### config.mk
export PLATFORM = sky130hd
export DESIGN_NAME = spi_sat_slave
export DESIGN_NICKNAME = d
export VERILOG_FILES = /design/src/rtl/spi_pkg.sv /design/src/rtl/spi_sync_edge.sv /design/src/rtl/spi_sat_slave.sv
export SDC_FILE = /design/constraint.sdc
export NUM_CORES = 1
export LEC_CHECK = 0
export CAP_MARGIN = 40
export CORE_MARGIN = 1.5
export CORE_UTILIZATION = 58
export CTS_CLUSTER_SIZE = 8
export DETAILED_ROUTE_END_ITERATION = 10
export HOLD_SLACK_MARGIN = 0.15
export PLACE_DENSITY = 0.84
export SYNTH_ARGS = -nofsm -noshare
export SYNTH_HDL_FRONTEND = slang
export SYNTH_SLANG_ARGS = --single-unit
### constraint.sdc
create_clock -name clk -period 5.65 [get_ports clk]
set_clock_uncertainty 0.05 [all_clocks]
set_input_delay 0.565 -clock clk [delete_from_list [all_inputs] [get_ports clk]]
set_output_delay 0.565 -clock clk [all_outputs]
set_load 0.05 [all_outputs]
### src/rtl/spi_pkg.sv
// Shared types and constants for the spi_sat link target.
package spi_pkg;
  localparam int SPI_MAX_BYTES = 8;
  localparam int SPI_CNT_W     = 8;

  typedef enum logic {IDLE, ACTIVE} spi_slv_state_e;

  function automatic logic [SPI_CNT_W-1:0] sat_inc(input logic [SPI_CNT_W-1:0] v);
    return (&v) ? v : v + SPI_CNT_W'(1);
  endfunction
endpackage

### src/rtl/spi_sync_edge.sv
// Multi-stage synchronizer with single-cycle rise/fall pulses on the synced level.
module spi_sync_edge #(
  parameter int   STAGES  = 2,
  parameter logic RST_VAL = 1'b0
) (
  input  logic clk,
  input  logic rst_n,
  input  logic d_i,
  output logic q_o,
  output logic rise_o,
  output logic fall_o
);
  logic [STAGES-1:0] sync_q;
  logic              prev_q;

  always_ff @(posedge clk or negedge rst_n) begin
    if (!rst_n) begin
      sync_q <= {STAGES{RST_VAL}};
      prev_q <= RST_VAL;
    end else begin
      sync_q <= {sync_q[STAGES-2:0], d_i};
      prev_q <= sync_q[STAGES-1];
    end
  end

  assign q_o    = sync_q[STAGES-1];
  assign rise_o = q_o & ~prev_q;
  assign fall_o = ~q_o & prev_q;
endmodule

### src/rtl/spi_sat_slave.sv
// SPI mode-0 target: oversampled SCLK/CS_N/MOSI, MSB-first MISO, framed RX delivery.
// Optional SPI_SAT_SLAVE_OVERRUN_EN adds a sticky rx_overrun flag.
module spi_sat_slave
  import spi_pkg::*;
#(
  parameter int TX_LEN      = 1,
  parameter int RX_LEN      = 1,
  parameter int SYNC_STAGES = 2
) (
  input  logic                 clk,
  input  logic                 rst_n,
  input  logic [TX_LEN*8-1:0]  tx_data,
  output logic                 tx_busy,
  output logic [RX_LEN*8-1:0]  rx_data,
  output logic [SPI_CNT_W-1:0] rx_count,
  output logic                 rx_valid,
  input  logic                 rx_ack,
`ifdef SPI_SAT_SLAVE_OVERRUN_EN
  output logic                 rx_overrun,
`endif
  input  logic                 SPI_SCLK,
  input  logic                 SPI_CS_N,
  input  logic                 SPI_MOSI,
  output logic                 SPI_MISO,
  output logic                 SPI_MISO_OE
);
  localparam int TW = TX_LEN * 8;
  localparam int RW = RX_LEN * 8;

  spi_slv_state_e       state_q, state_d;
  logic                 armed_q, armed_d;
  logic [SYNC_STAGES-1:0] settle_q;
  logic [SYNC_STAGES-1:0] mosi_sync_q;
  logic [TW-1:0]        tx_shift_q, tx_shift_d;
  logic [RW-1:0]        rx_shift_q, rx_shift_d;
  logic [SPI_CNT_W-1:0] bit_cnt_q, bit_cnt_d;
  logic [RW-1:0]        rx_data_q, rx_data_d;
  logic [SPI_CNT_W-1:0] rx_count_q, rx_count_d;
  logic                 rx_valid_q, rx_valid_d;
  logic                 frame_done;

  logic sclk_lvl_unused, sclk_rise, sclk_fall;
  logic cs_q, cs_rise, cs_fall;
  logic mosi_q;

  spi_sync_edge #(.STAGES(SYNC_STAGES), .RST_VAL(1'b0)) u_sclk (
    .clk(clk), .rst_n(rst_n), .d_i(SPI_SCLK),
    .q_o(sclk_lvl_unused), .rise_o(sclk_rise), .fall_o(sclk_fall)
  );

  spi_sync_edge #(.STAGES(SYNC_STAGES), .RST_VAL(1'b1)) u_cs (
    .clk(clk), .rst_n(rst_n), .d_i(SPI_CS_N),
    .q_o(cs_q), .rise_o(cs_rise), .fall_o(cs_fall)
  );

  assign mosi_q = mosi_sync_q[SYNC_STAGES-1];

  // settle_q fills once the synchronizers hold real samples rather than reset values,
  // so a select that was already low across reset never arms the FSM.
  always_ff @(posedge clk or negedge rst_n) begin
    if (!rst_n) begin
      mosi_sync_q <= '0;
      settle_q    <= '0;
    end else begin
      mosi_sync_q <= {mosi_sync_q[SYNC_STAGES-2:0], SPI_MOSI};
      settle_q    <= {settle_q[SYNC_STAGES-2:0], 1'b1};
    end
  end

  always_ff @(posedge clk or negedge rst_n) begin
    if (!rst_n) begin
      state_q    <= IDLE;
      armed_q    <= 1'b0;
      tx_shift_q <= '0;
      rx_shift_q <= '0;
      bit_cnt_q  <= '0;
      rx_data_q  <= '0;
      rx_count_q <= '0;
      rx_valid_q <= 1'b0;
    end else begin
      state_q    <= state_d;
      armed_q    <= armed_d;
      tx_shift_q <= tx_shift_d;
      rx_shift_q <= rx_shift_d;
      bit_cnt_q  <= bit_cnt_d;
      rx_data_q  <= rx_data_d;
      rx_count_q <= rx_count_d;
      rx_valid_q <= rx_valid_d;
    end
  end

  always_comb begin
    state_d    = state_q;
    armed_d    = armed_q;
    tx_shift_d = tx_shift_q;
    rx_shift_d = rx_shift_q;
    bit_cnt_d  = bit_cnt_q;
    rx_data_d  = rx_data_q;
    rx_count_d = rx_count_q;
    rx_valid_d = rx_valid_q & ~rx_ack;
    frame_done = 1'b0;

    if (state_q == IDLE && (&settle_q) && cs_q) armed_d = 1'b1;

    case (state_q)
      IDLE: begin
        if (cs_fall && armed_q) begin
          state_d    = ACTIVE;
          tx_shift_d = tx_data;
          rx_shift_d = '0;
          bit_cnt_d  = '0;
        end
      end
      ACTIVE: begin
        if (sclk_rise) begin
          rx_shift_d = {rx_shift_q[RW-2:0], mosi_q};
          bit_cnt_d  = sat_inc(bit_cnt_q);
        end
        if (sclk_fall) tx_shift_d = {tx_shift_q[TW-2:0], 1'b0};
        // Deselect closes the frame using the post-edge shift/count values.
        if (cs_rise) begin
          state_d    = IDLE;
          tx_shift_d = '0;
          if (bit_cnt_d != '0) begin
            rx_data_d  = rx_shift_d;
            rx_count_d = bit_cnt_d;
            rx_valid_d = 1'b1;
            frame_done = 1'b1;
          end
        end
      end
      default: state_d = IDLE;
    endcase
  end

`ifdef SPI_SAT_SLAVE_OVERRUN_EN
  logic overrun_q, overrun_d;

  always_comb begin
    overrun_d = overrun_q & ~rx_ack;
    if (frame_done && rx_valid_q && !rx_ack) overrun_d = 1'b1;
  end

  always_ff @(posedge clk or negedge rst_n) begin
    if (!rst_n) overrun_q <= 1'b0;
    else        overrun_q <= overrun_d;
  end

  assign rx_overrun = overrun_q;
`endif

  assign tx_busy     = (state_q == ACTIVE);
  assign SPI_MISO_OE = (state_q == ACTIVE);
  assign SPI_MISO    = tx_shift_q[TW-1];
  assign rx_data     = rx_data_q;
  assign rx_count    = rx_count_q;
  assign rx_valid    = rx_valid_q;
endmodule

### After elaboration in Yosys (flattened, before gate mapping)

Index checks and enable logic that the tools add are counted.
W data, S select, Z words.

| storage, ports and cells | value |
|---|---|
| input bits | 14 |
| register bits | 53 |
| word-level logic and storage cells | 53 |
| output and inout port bits | 20 |

| cells by class | value |
|---|---|
| multiplexer cells | 17 |
| $add $sub $neg | 1 |
| reductions and logical operators | 8 |
| bitwise operators | 11 |
| eq/ne operators | 2 |

Operators with widths:

| operator | count |
|---|---|
| $mux W8 | 8 |
| $pmux W8 S2 | 3 |
| $add A8 B1 Y8 const B | 1 |
| $reduce_and A8 Y1 | 1 |
| $reduce_bool A8 Y1 | 1 |
| $not A1 Y1 | 6 |
| $and A1 B1 Y1 | 5 |
| $mux W1 | 5 |
| $reduce_and A2 Y1 | 2 |
| $logic_and A1 B1 Y1 | 3 |
| $ne A3 B1 Y1 const B | 1 |
| $reduce_and A3 Y1 | 1 |
| $ne A2 B1 Y1 const B | 1 |
| $pmux W1 S2 | 1 |

### Longest topological paths before layout

Gate-level depths: netlist of run 1.

| depth | value |
|---|---|
| word-level depth | 8 |
| depth in mapped cells | 9 |
| gate-level depth less buffers | 7 |

### Modules after synthesis

Synthesis of run 1 repeated with hierarchy kept, for this count alone.

| second synthesis, totals | value |
|---|---|
| cells, all modules | 210 |
| area total of the unflattened synthesis | 2434.8 um2 |

By module, submodules not included:

| module | area an instance (um2) | cells each | instances | seq. area each (um2) |
|---|---|---|---|---|
| spi_sat_slave | 2250.9 | 200 | 1 | 1176.1 |
| spi_sync_edge (u_cs) | 93.8 | 5 | 1 | 78.8 |
| spi_sync_edge (u_sclk) | 90.1 | 5 | 1 | 75.1 |

### Worst setup path before layout of run 1

No wires, ideal clock.

| timing path | value |
|---|---|
| path type | reg2reg |
| from | register state_q (netlist: SPI_MISO_OE) |
| to | register rx_data_q[2] (netlist: rx_data[2]) |
| period minus slack after synthesis | 2361 ps |
| cell stages (with the launch flop) | 9 |
| slack | 3289 ps |
| data arrival time | 2186 ps |
| data required time | 5475 ps |
| library setup time | 125 ps |
| buffers on the path | 4 |
| path through | dfrtp_1 buf_2 inv_2 or3_1 clkbuf_1 a41o_1 buf_6 buf_12 mux2_4 |

| between the ends | value |
|---|---|
| word-level cells in the longest chain between the ends | 1 |

Ends and longest elaborated chain:

| what | line | RTL |
|---|---|---|
| start: declaration | spi_sat_slave.sv:30 | `spi_slv_state_e state_q, state_d;` |
| start signal: assignment | spi_sat_slave.sv:81 | `state_q <= state_d;` |
| $reduce_and A3 Y1 (no source line) | n/a |  |
| end signal: assignment | spi_sat_slave.sv:86 | `rx_data_q <= rx_data_d;` |
| end: declaration | spi_sat_slave.sv:37 | `logic [RW-1:0] rx_data_q, rx_data_d;` |

No other way between the ends.
A chain may end at the register's enable or synchronous reset.

### Final worst setup path of run 1

| timing path | value |
|---|---|
| from | register bit_cnt_q[0] |
| to | register rx_data_q[0] (netlist: rx_data[0]) |

| between the ends | value |
|---|---|
| word-level cells in the longest chain between the ends | 6 |
| elaborated cells between the ends (all ways) | 7 |
| those cells by class | 1 x add/sub; 3 x mux; 3 x reduce/logical |

Ends and longest elaborated chain:

| what | line | RTL |
|---|---|---|
| start: declaration | spi_sat_slave.sv:36 | `logic [SPI_CNT_W-1:0] bit_cnt_q, bit_cnt_d;` |
| start signal: assignment | spi_sat_slave.sv:85 | `bit_cnt_q <= bit_cnt_d;` |
| $add A8 B1 Y8 / $reduce_and A8 Y1 (equally long branches) | spi_pkg.sv:9 | `return (&v) ? v : v + SPI_CNT_W'(1);` |
| $mux W8 | spi_pkg.sv:9 |  |
| $mux W8 (*) | spi_sat_slave.sv:115 | `if (sclk_rise) begin` |
| $mux W8 (*) | spi_sat_slave.sv:105 | `case (state_q)` |
| $reduce_bool A8 Y1 (*) | spi_sat_slave.sv:124 | `if (bit_cnt_d != '0) begin` |
| $reduce_and A3 Y1 (no source line) (*) | n/a |  |

Every way passes the cells marked *; elsewhere a longest branch is shown, timed or not. The select of a mux whose other input is x is not followed.

==> results of run 1 <==
-- layout by cell type, fill, tap and decap left out, types with 2 or more instances in the layout --
cell,n
dfrtp_1,50
nand2_1,40
clkdlybuf4s50_1,32
a22o_1,15
o21ai_0,13
inv_1,7
a22oi_1,7
mux2_2,7
clkbuf_8,7
mux2_4,6
nor2_1,5
a31oi_1,3
dfstp_2,3
or3_1,2
nand3_1,2
nand2b_1,2
o211ai_1,2
and2_1,2
or2b_1,2
mux2i_1,2
a41o_1,2
xor2_1,2
o22ai_1,2
buf_4,2
-- worst paths after layout --
kind / from / endpoint / slack [ns] / cells after the start
max reg2reg: bit_cnt_q[0] / rx_data[0] / 2.77 / 7
min reg2reg: u_sclk.sync_q[0] / u_sclk.sync_q[1] / 0.31 / 0
min: rst_n / rx_count[7] / 0.31 / 2
max: bit_cnt_q[0] / rx_data[0] / 2.77 / 7
min in group clk: u_sclk.sync_q[0] / u_sclk.sync_q[1] / 0.31 / 0
max in group asynchronous: rst_n / rx_data[1] / 4.82 / 2
-- state kept, by name (all words and copies together) (netlist names) --
name	count
u_sclk.prev_q	1
bit_cnt_q	8
u_cs.prev_q	1
SPI_MISO_OE	1
tx_shift_q	8
rx_count	8
rx_valid	1
rx_shift_q	8
u_cs.sync_q	2
mosi_sync_q	2
armed_q	1
settle_q	2
u_sclk.sync_q	2
rx_data	8
-- stage by stage --
stage | cell area (µm²) | hold WS [ns] | setup WS, ns | util (%)
finish | 2780 | 0.306 | 2.77 | 73.7
global route | 2780 | 0.314 | 2.61 | 73.7
CTS | 2780 | 0.311 | 2.74 | 73.7
detailed placement | 2680 | 0.290 | 2.82 | 70.9
global placement | 2680 | 0.282 | 2.84 | 70.9
floorplan | 2360 | 0.219 | 3.29 | -
-- layout make-up --
type,instances,area [µm²]
Tap cell,48,60.1
Clock buffer,7,96.3
Fill cell,275,991
Inverter,8,30.0
Timing Repair Buffer,35,340
Clock inverter,1,8.76
Multi-Input combinational cell,133,915
Sequential cell,53,1330
-- routing by layer --
metal,up-vias,global-route usage [%]
li1,786,-
met1,769,31.0
met2,50,33.3
met3,11,5.91
met4,0,7.91
met5,-,0
-- report_power, final --
part	leakage, nW	switching [mW]	internal (mW)	total [mW]
Sequential	0.687	0.0728	0.464	0.537
Clock	0.0549	0.123	0.113	0.237
Combinational	0.551	0.255	0.159	0.415
Total	1.29	0.452	0.737	1.19
-- cells by family (layout without fill, tap and decap cells) --
logic type / Yosys count / in the layout
AO/OA/AOI/OAI: 50 / 50
XOR/XNOR: 3 / 3
adder cells (fa/ha/maj): 1 / 1
buffers and inverters: 19 / 51
flip-flops: 53 / 53
multiplexers: 15 / 15
other: 1 / 1
AND/OR/NAND/NOR: 63 / 63
==> reports/metrics.cfg, run 1 <==
[status]
outcome = finished clean

[logic_synthesis]
synth_largest_area_cell = dfrtp_1
synth_top_family_by_area = compound AO/OA/AOI/OAI gates
synthSimpleGateAreaFrac_pct = 12.7
ys_async_sr_fraction_pct = 100
ys_types = 44
synth.most_common_cell = dfrtp_1
ys_top_cells_by_count = dfrtp_1 (50), nand2_1 (40), a22o_1 (15)
synth-xor-area-share_pct = 1.12
synth.mux.area_fraction_pct = 8.02
ys_ff_latch = 53
synth_flop_cell = dfrtp_1
synth_compound_area_share_pct = 16.3
syn-num-nets = 220
yosysSeqAreaShare_pct = 56.5
synth.cell_area_um2 = 2360
ys_warn_count = 0
synthTopCellsByArea = dfrtp_1 (53%), nand2_1 (6.4%), a22o_1 (5.6%), mux2_4 (3.8%), dfstp_2 (3.3%)
synth_top_area_share_pct = 53.1
synthAdderAreaFrac_pct = 0.531
syn_area_per_cell_um2 = 11.5
syn_inst = 205
synth_edf_count = 0

[timing]
relSlewSlack_pct = 51.1
tightest_slew_ns = 0.733
post-route-period-util_pct = 51.0
max_freq_ghz = 0.347
setup_viol = 0
tns_ns = 0
hold_viol_final = 0
period_needed_ns = 2.88
slew_violations = 0
rsz0062_at_grt = no

[pwr]
vdd_drop_max_mv = 0.264
p_total_mw = 1.19
powerDensity_nw_per_um2 = 427
cellLeakagePower_nw = 1.29

[routing]
wl_met1_mm = 2.01
route.detailed.drc = 0
dr_wl_met3_um = 223
drtIter0Drc = 136
wl_per_cell_um = 15.3
highest_layer = met4
drtPass1Iterations = 4
routed_wl_mm = 4.36
postRouteAntennaNets = 0
wl_met2_mm = 2.04
via_count = 1616
drt-vias-per-instance = 5.67

[final_layout]
drive_gt1_share_pct = 13.9
antenna_cells = 0
syn_to_final_growth_pct = 18.0
fin_nets = 251
final_cells = 285

[worst_hold_path]
min_path_type = in2async

[global_routing]
grtUsageTotal_pct = 22.1
grt_max_degree = 54
grt_overflow = 0
antenna_found_initial = 0
grt_pass1_wl_mm = 7.22
grt_pass1_vias = 1484

[worst_setup_path]
path_cells = ha_1 -> nand2_1 -> o31ai_4 -> or3b_1 -> a32oi_2 -> a41o_1 -> mux2_2
cp_num_buf_inv = 0
critPathLaunchType = register
crit_fanout = 15
critPathKind = reg2reg
cp_data_arrival_time_ns = 3.02
required_ns = 5.79
critPathMaxStageDelay_ns = 0.68
critPathSlowestCell = a41o_1
cp_top_family = compound AO/OA/AOI/OAI gates
cp-end-kind = register

[place]
placed_cells = 277
hpwl_mm = 2.80
port_buffers = 33
gp_congestion = 0.865

[floorplanning]
core_um2 = 3770
rows = 22
design.die.area_um2 = 4450
die-width_um = 66.7
ios = 34
die_h_um = 66.7
initial_core_util_pct = 62.5

[clocking]
post_cts.repair.setup_buffers = 0
holdBufCountCts = 0
cts-buffers-inserted = 5
clk_pin_slew_ns = 0.10
htreeDepth = 2
cts.sinks = 53
cts_buffer_depth = 2
insertion_delay_ns = 0.31
cts_tree = yes
post_cts_resized = 0
cts-root-buf = clkbuf_8

[run]
max_cap_violations = 0

(Power assumes the default switching activity.)
==> run 2, diff against run 1 <==
--- a/config.mk
+++ b/config.mk
@@ -7,11 +7,11 @@
 export LEC_CHECK = 0
 export CAP_MARGIN = 40
 export CORE_MARGIN = 1.5
-export CORE_UTILIZATION = 58
+export CORE_UTILIZATION = 48
 export CTS_CLUSTER_SIZE = 8
 export DETAILED_ROUTE_END_ITERATION = 10
 export HOLD_SLACK_MARGIN = 0.15
-export PLACE_DENSITY = 0.84
+export PLACE_DENSITY = 0.75
 export SYNTH_ARGS = -nofsm -noshare
 export SYNTH_HDL_FRONTEND = slang
 export SYNTH_SLANG_ARGS = --single-unit
==> constraint.sdc (replaced) <==
create_clock -name clk -period 2.4 [get_ports clk]
set_clock_uncertainty 0.05 [all_clocks]
set_input_delay 0.24 -clock clk [delete_from_list [all_inputs] [get_ports clk]]
set_output_delay 0.24 -clock clk [all_outputs]
set_load 0.05 [all_outputs]
==> reports/metrics.cfg, run 2 (synthesis results as in run 1) <==
[worst_setup_path]
path_cells = ha_1 -> nand2_2 -> o31ai_4 -> or3b_1 -> a32oi_2 -> a41o_1 -> buf_12 -> mux2_2
r2r_cells = 8  ; +1
r2r_slack_ns = 0.06  ; -2.71 ns
critPathMaxStageDelay_ns = 0.39  ; -0.29 ns
endpoint = rx_count[1]
r2r-end = rx_count[1]
crit_fanout = 15  ; unchanged
critPathSlowestCell = dfrtp_1
critPathKind = reg2reg
cp-end-kind = register
crit_start = bit_cnt_q[0]
rr_startpoint = bit_cnt_q[0]
required_ns = 2.54  ; -3.25 ns
cp_data_arrival_time_ns = 2.48  ; -0.54 ns
critPathLaunchType = register

[routing]
postRouteAntennaNets = 0  ; unchanged
drtIter0Drc = 68  ; -50%
via_count = 1659  ; +2.7%
drt-vias-per-instance = 5.18  ; -8.6%
wl_per_cell_um = 13.6  ; -11%
routed_wl_mm = 4.34  ; -0.41%
route.detailed.drc = 0  ; unchanged
drtPass1Iterations = 4  ; unchanged

[pwr]
p_sw_mw = 1.05  ; +130%
intPower_mw = 1.76  ; +140%
cellLeakagePower_nw = 1.37  ; +6.2%
combPwrFrac_pct = 38.9  ; +4.0 points
vdd_drop_max_mv = 0.673  ; +150%
switching_share_pct = 37.3  ; -0.68 points
seq_power_share_pct = 43.3  ; -1.9 points
powerDensity_nw_per_um2 = 954  ; +120%
power_frac_clock_pct = 17.8  ; -2.1 points

[global_routing]
grt_overflow = 0  ; unchanged
grt_max_degree = 28  ; -48%
grtUsageTotal_pct = 18.4  ; -3.8 points
grt_pass1_wl_mm = 7.50  ; +3.9%
antenna_found_initial = 0  ; unchanged
grt_pass1_vias = 1584  ; +6.7%

[clocking]
cts_buffer_depth = 2  ; unchanged
insertion_delay_ns = 0.30  ; about the same
cts.sinks = 53  ; unchanged
htreeDepth = 2  ; unchanged
cts-root-buf = clkbuf_8
clk_pin_slew_ns = 0.09  ; about the same
cts-buffers-inserted = 5  ; unchanged
cts_tree = yes

[place]
place_area_um2 = 2810  ; +5.2%
port_buffers = 33  ; unchanged
placed_cells = 308  ; +11%
hpwl_mm = 3.05  ; +9.0%
gp_congestion = 0.830  ; -4.0%

[final_layout]
syn_to_final_growth_pct = 24.9
final_common_cell = dfrtp_1
finalInstanceArea_um2 = 2940  ; +5.9%
fin_nets = 267  ; +6.4%
antenna_cells = 0  ; unchanged
fillCellCount = 376  ; +37%
final_util_pct = 62.3  ; -11 points
drive_gt1_share_pct = 19.0  ; +5.0 points
layout_common_cells = dfrtp_1 (50), nand2_1 (39), clkdlybuf4s50_1 (32), a22o_1 (15), buf_4 (15)
final_cells = 320  ; +12%

[worst_hold_path]
min_path_type = in2reg

[timing]
relSlewSlack_pct = 66.3  ; +15 points
period_needed_ns = 2.34  ; -0.540 ns
slew_violations = 0  ; unchanged
max_freq_ghz = 0.427  ; +23%
rsz0062_at_grt = no
post-route-period-util_pct = 97.5  ; +47 points
setup_viol = 0  ; unchanged
tns_ns = 0  ; unchanged
tightest_slew_ns = 0.504  ; -0.229 ns
hold_viol_final = 0  ; unchanged

[floorplanning]
ios = 34  ; unchanged
design.die.area_um2 = 5340  ; +20%
core_um2 = 4720  ; +25%
initial_core_util_pct = 49.9  ; -13 points
die_h_um = 73.1  ; +9.5%
rows = 25  ; +14%
die-width_um = 73.1  ; +9.5%

[status]
outcome = finished clean

[run]
max_cap_violations = 0  ; unchanged

==> run 2: power by group through the flow <==
| stage | registers, mW | clock network (mW) | logic, mW |
|---|---|---|---|
| 3_3_place_gp | 1.23 | 0 | 1.07 |
| 5_1_grt | 1.24 | 0.554 | 1.18 |
| 3_5_place_dp | 1.23 | 0 | 1.09 |
| 2_1_floorplan | 1.48 | 0 | 0.478 |
| 4_1_cts | 1.21 | 0.509 | 1.10 |
| 6_report | 1.21 | 0.501 | 1.09 |
==> run 2: metal layers <==
metal / share of wire [%] / wire (µm) / global-route usage (%)
met1: 48 / 2100 / 25.3
met2: 47 / 2030 / 29.3
met3: 4.0 / 174 / 4.14
met4: 1.0 / 44 / 5.03
met5: 0 / 0 / 0
==> run 2: layout make-up <==
class / instances / area [µm²] / share of cell area [%]
clock buffer: 8 / 90.1 / 3.06
sequential: 53 / 1330 / 45.2
timing repair buffer: 51 / 488 / 16.6
multi-input combinational: 133 / 921 / 31.3
tap: 67 / 83.8 / 2.85
inverter: 8 / 30.0 / 1.02
==> run 2: metrics by stage <==
step | worst slack, ns | power, mW | hold slack (ns)
detailed placement | 0.0518 | 2.32 | 0.139
CTS | 0.0286 | 2.82 | 0.291
global placement | 0.150 | 2.29 | 0.284
floorplan | 0.0386 | 1.96 | -0.106
global route | 0.00197 | 2.97 | 0.275
finish | 0.0596 | 2.81 | 0.287
==> run 2: how the worst min path moves through the flow <==
stage	start	end	slack (ns)	cells after the start
after CTS	SPI_CS_N	u_cs.sync_q[0]	0.29	1
after global placement	mosi_sync_q[0]	mosi_sync_q[1]	0.28	0
after detailed placement	rst_n	u_sclk.sync_q[0]	0.14	1
after floorplan	rst_n	SPI_MISO_OE	-0.11	0
final	SPI_CS_N	u_cs.sync_q[0]	0.29	1
after global routing	SPI_CS_N	u_cs.sync_q[0]	0.28	1
==> run 2: critical path: cells and delay by family, from the launching register on <==
family	cells	cell delay (ns)
AOI/OAI and AO/OA	3	0.57
and+or+nand+nor	2	0.49
DFF	1	0.39
muxes	1	0.34
adders and majority gates	1	0.23
buffers and inverters	1	0.16
==> run 2: timing repair <==
item	CTS	global route
endpoints found under the setup margin	0	9
endpoints found under the hold margin	29	0
hold buffers	1	0
buffers inserted	0	3
resized for setup	0	2
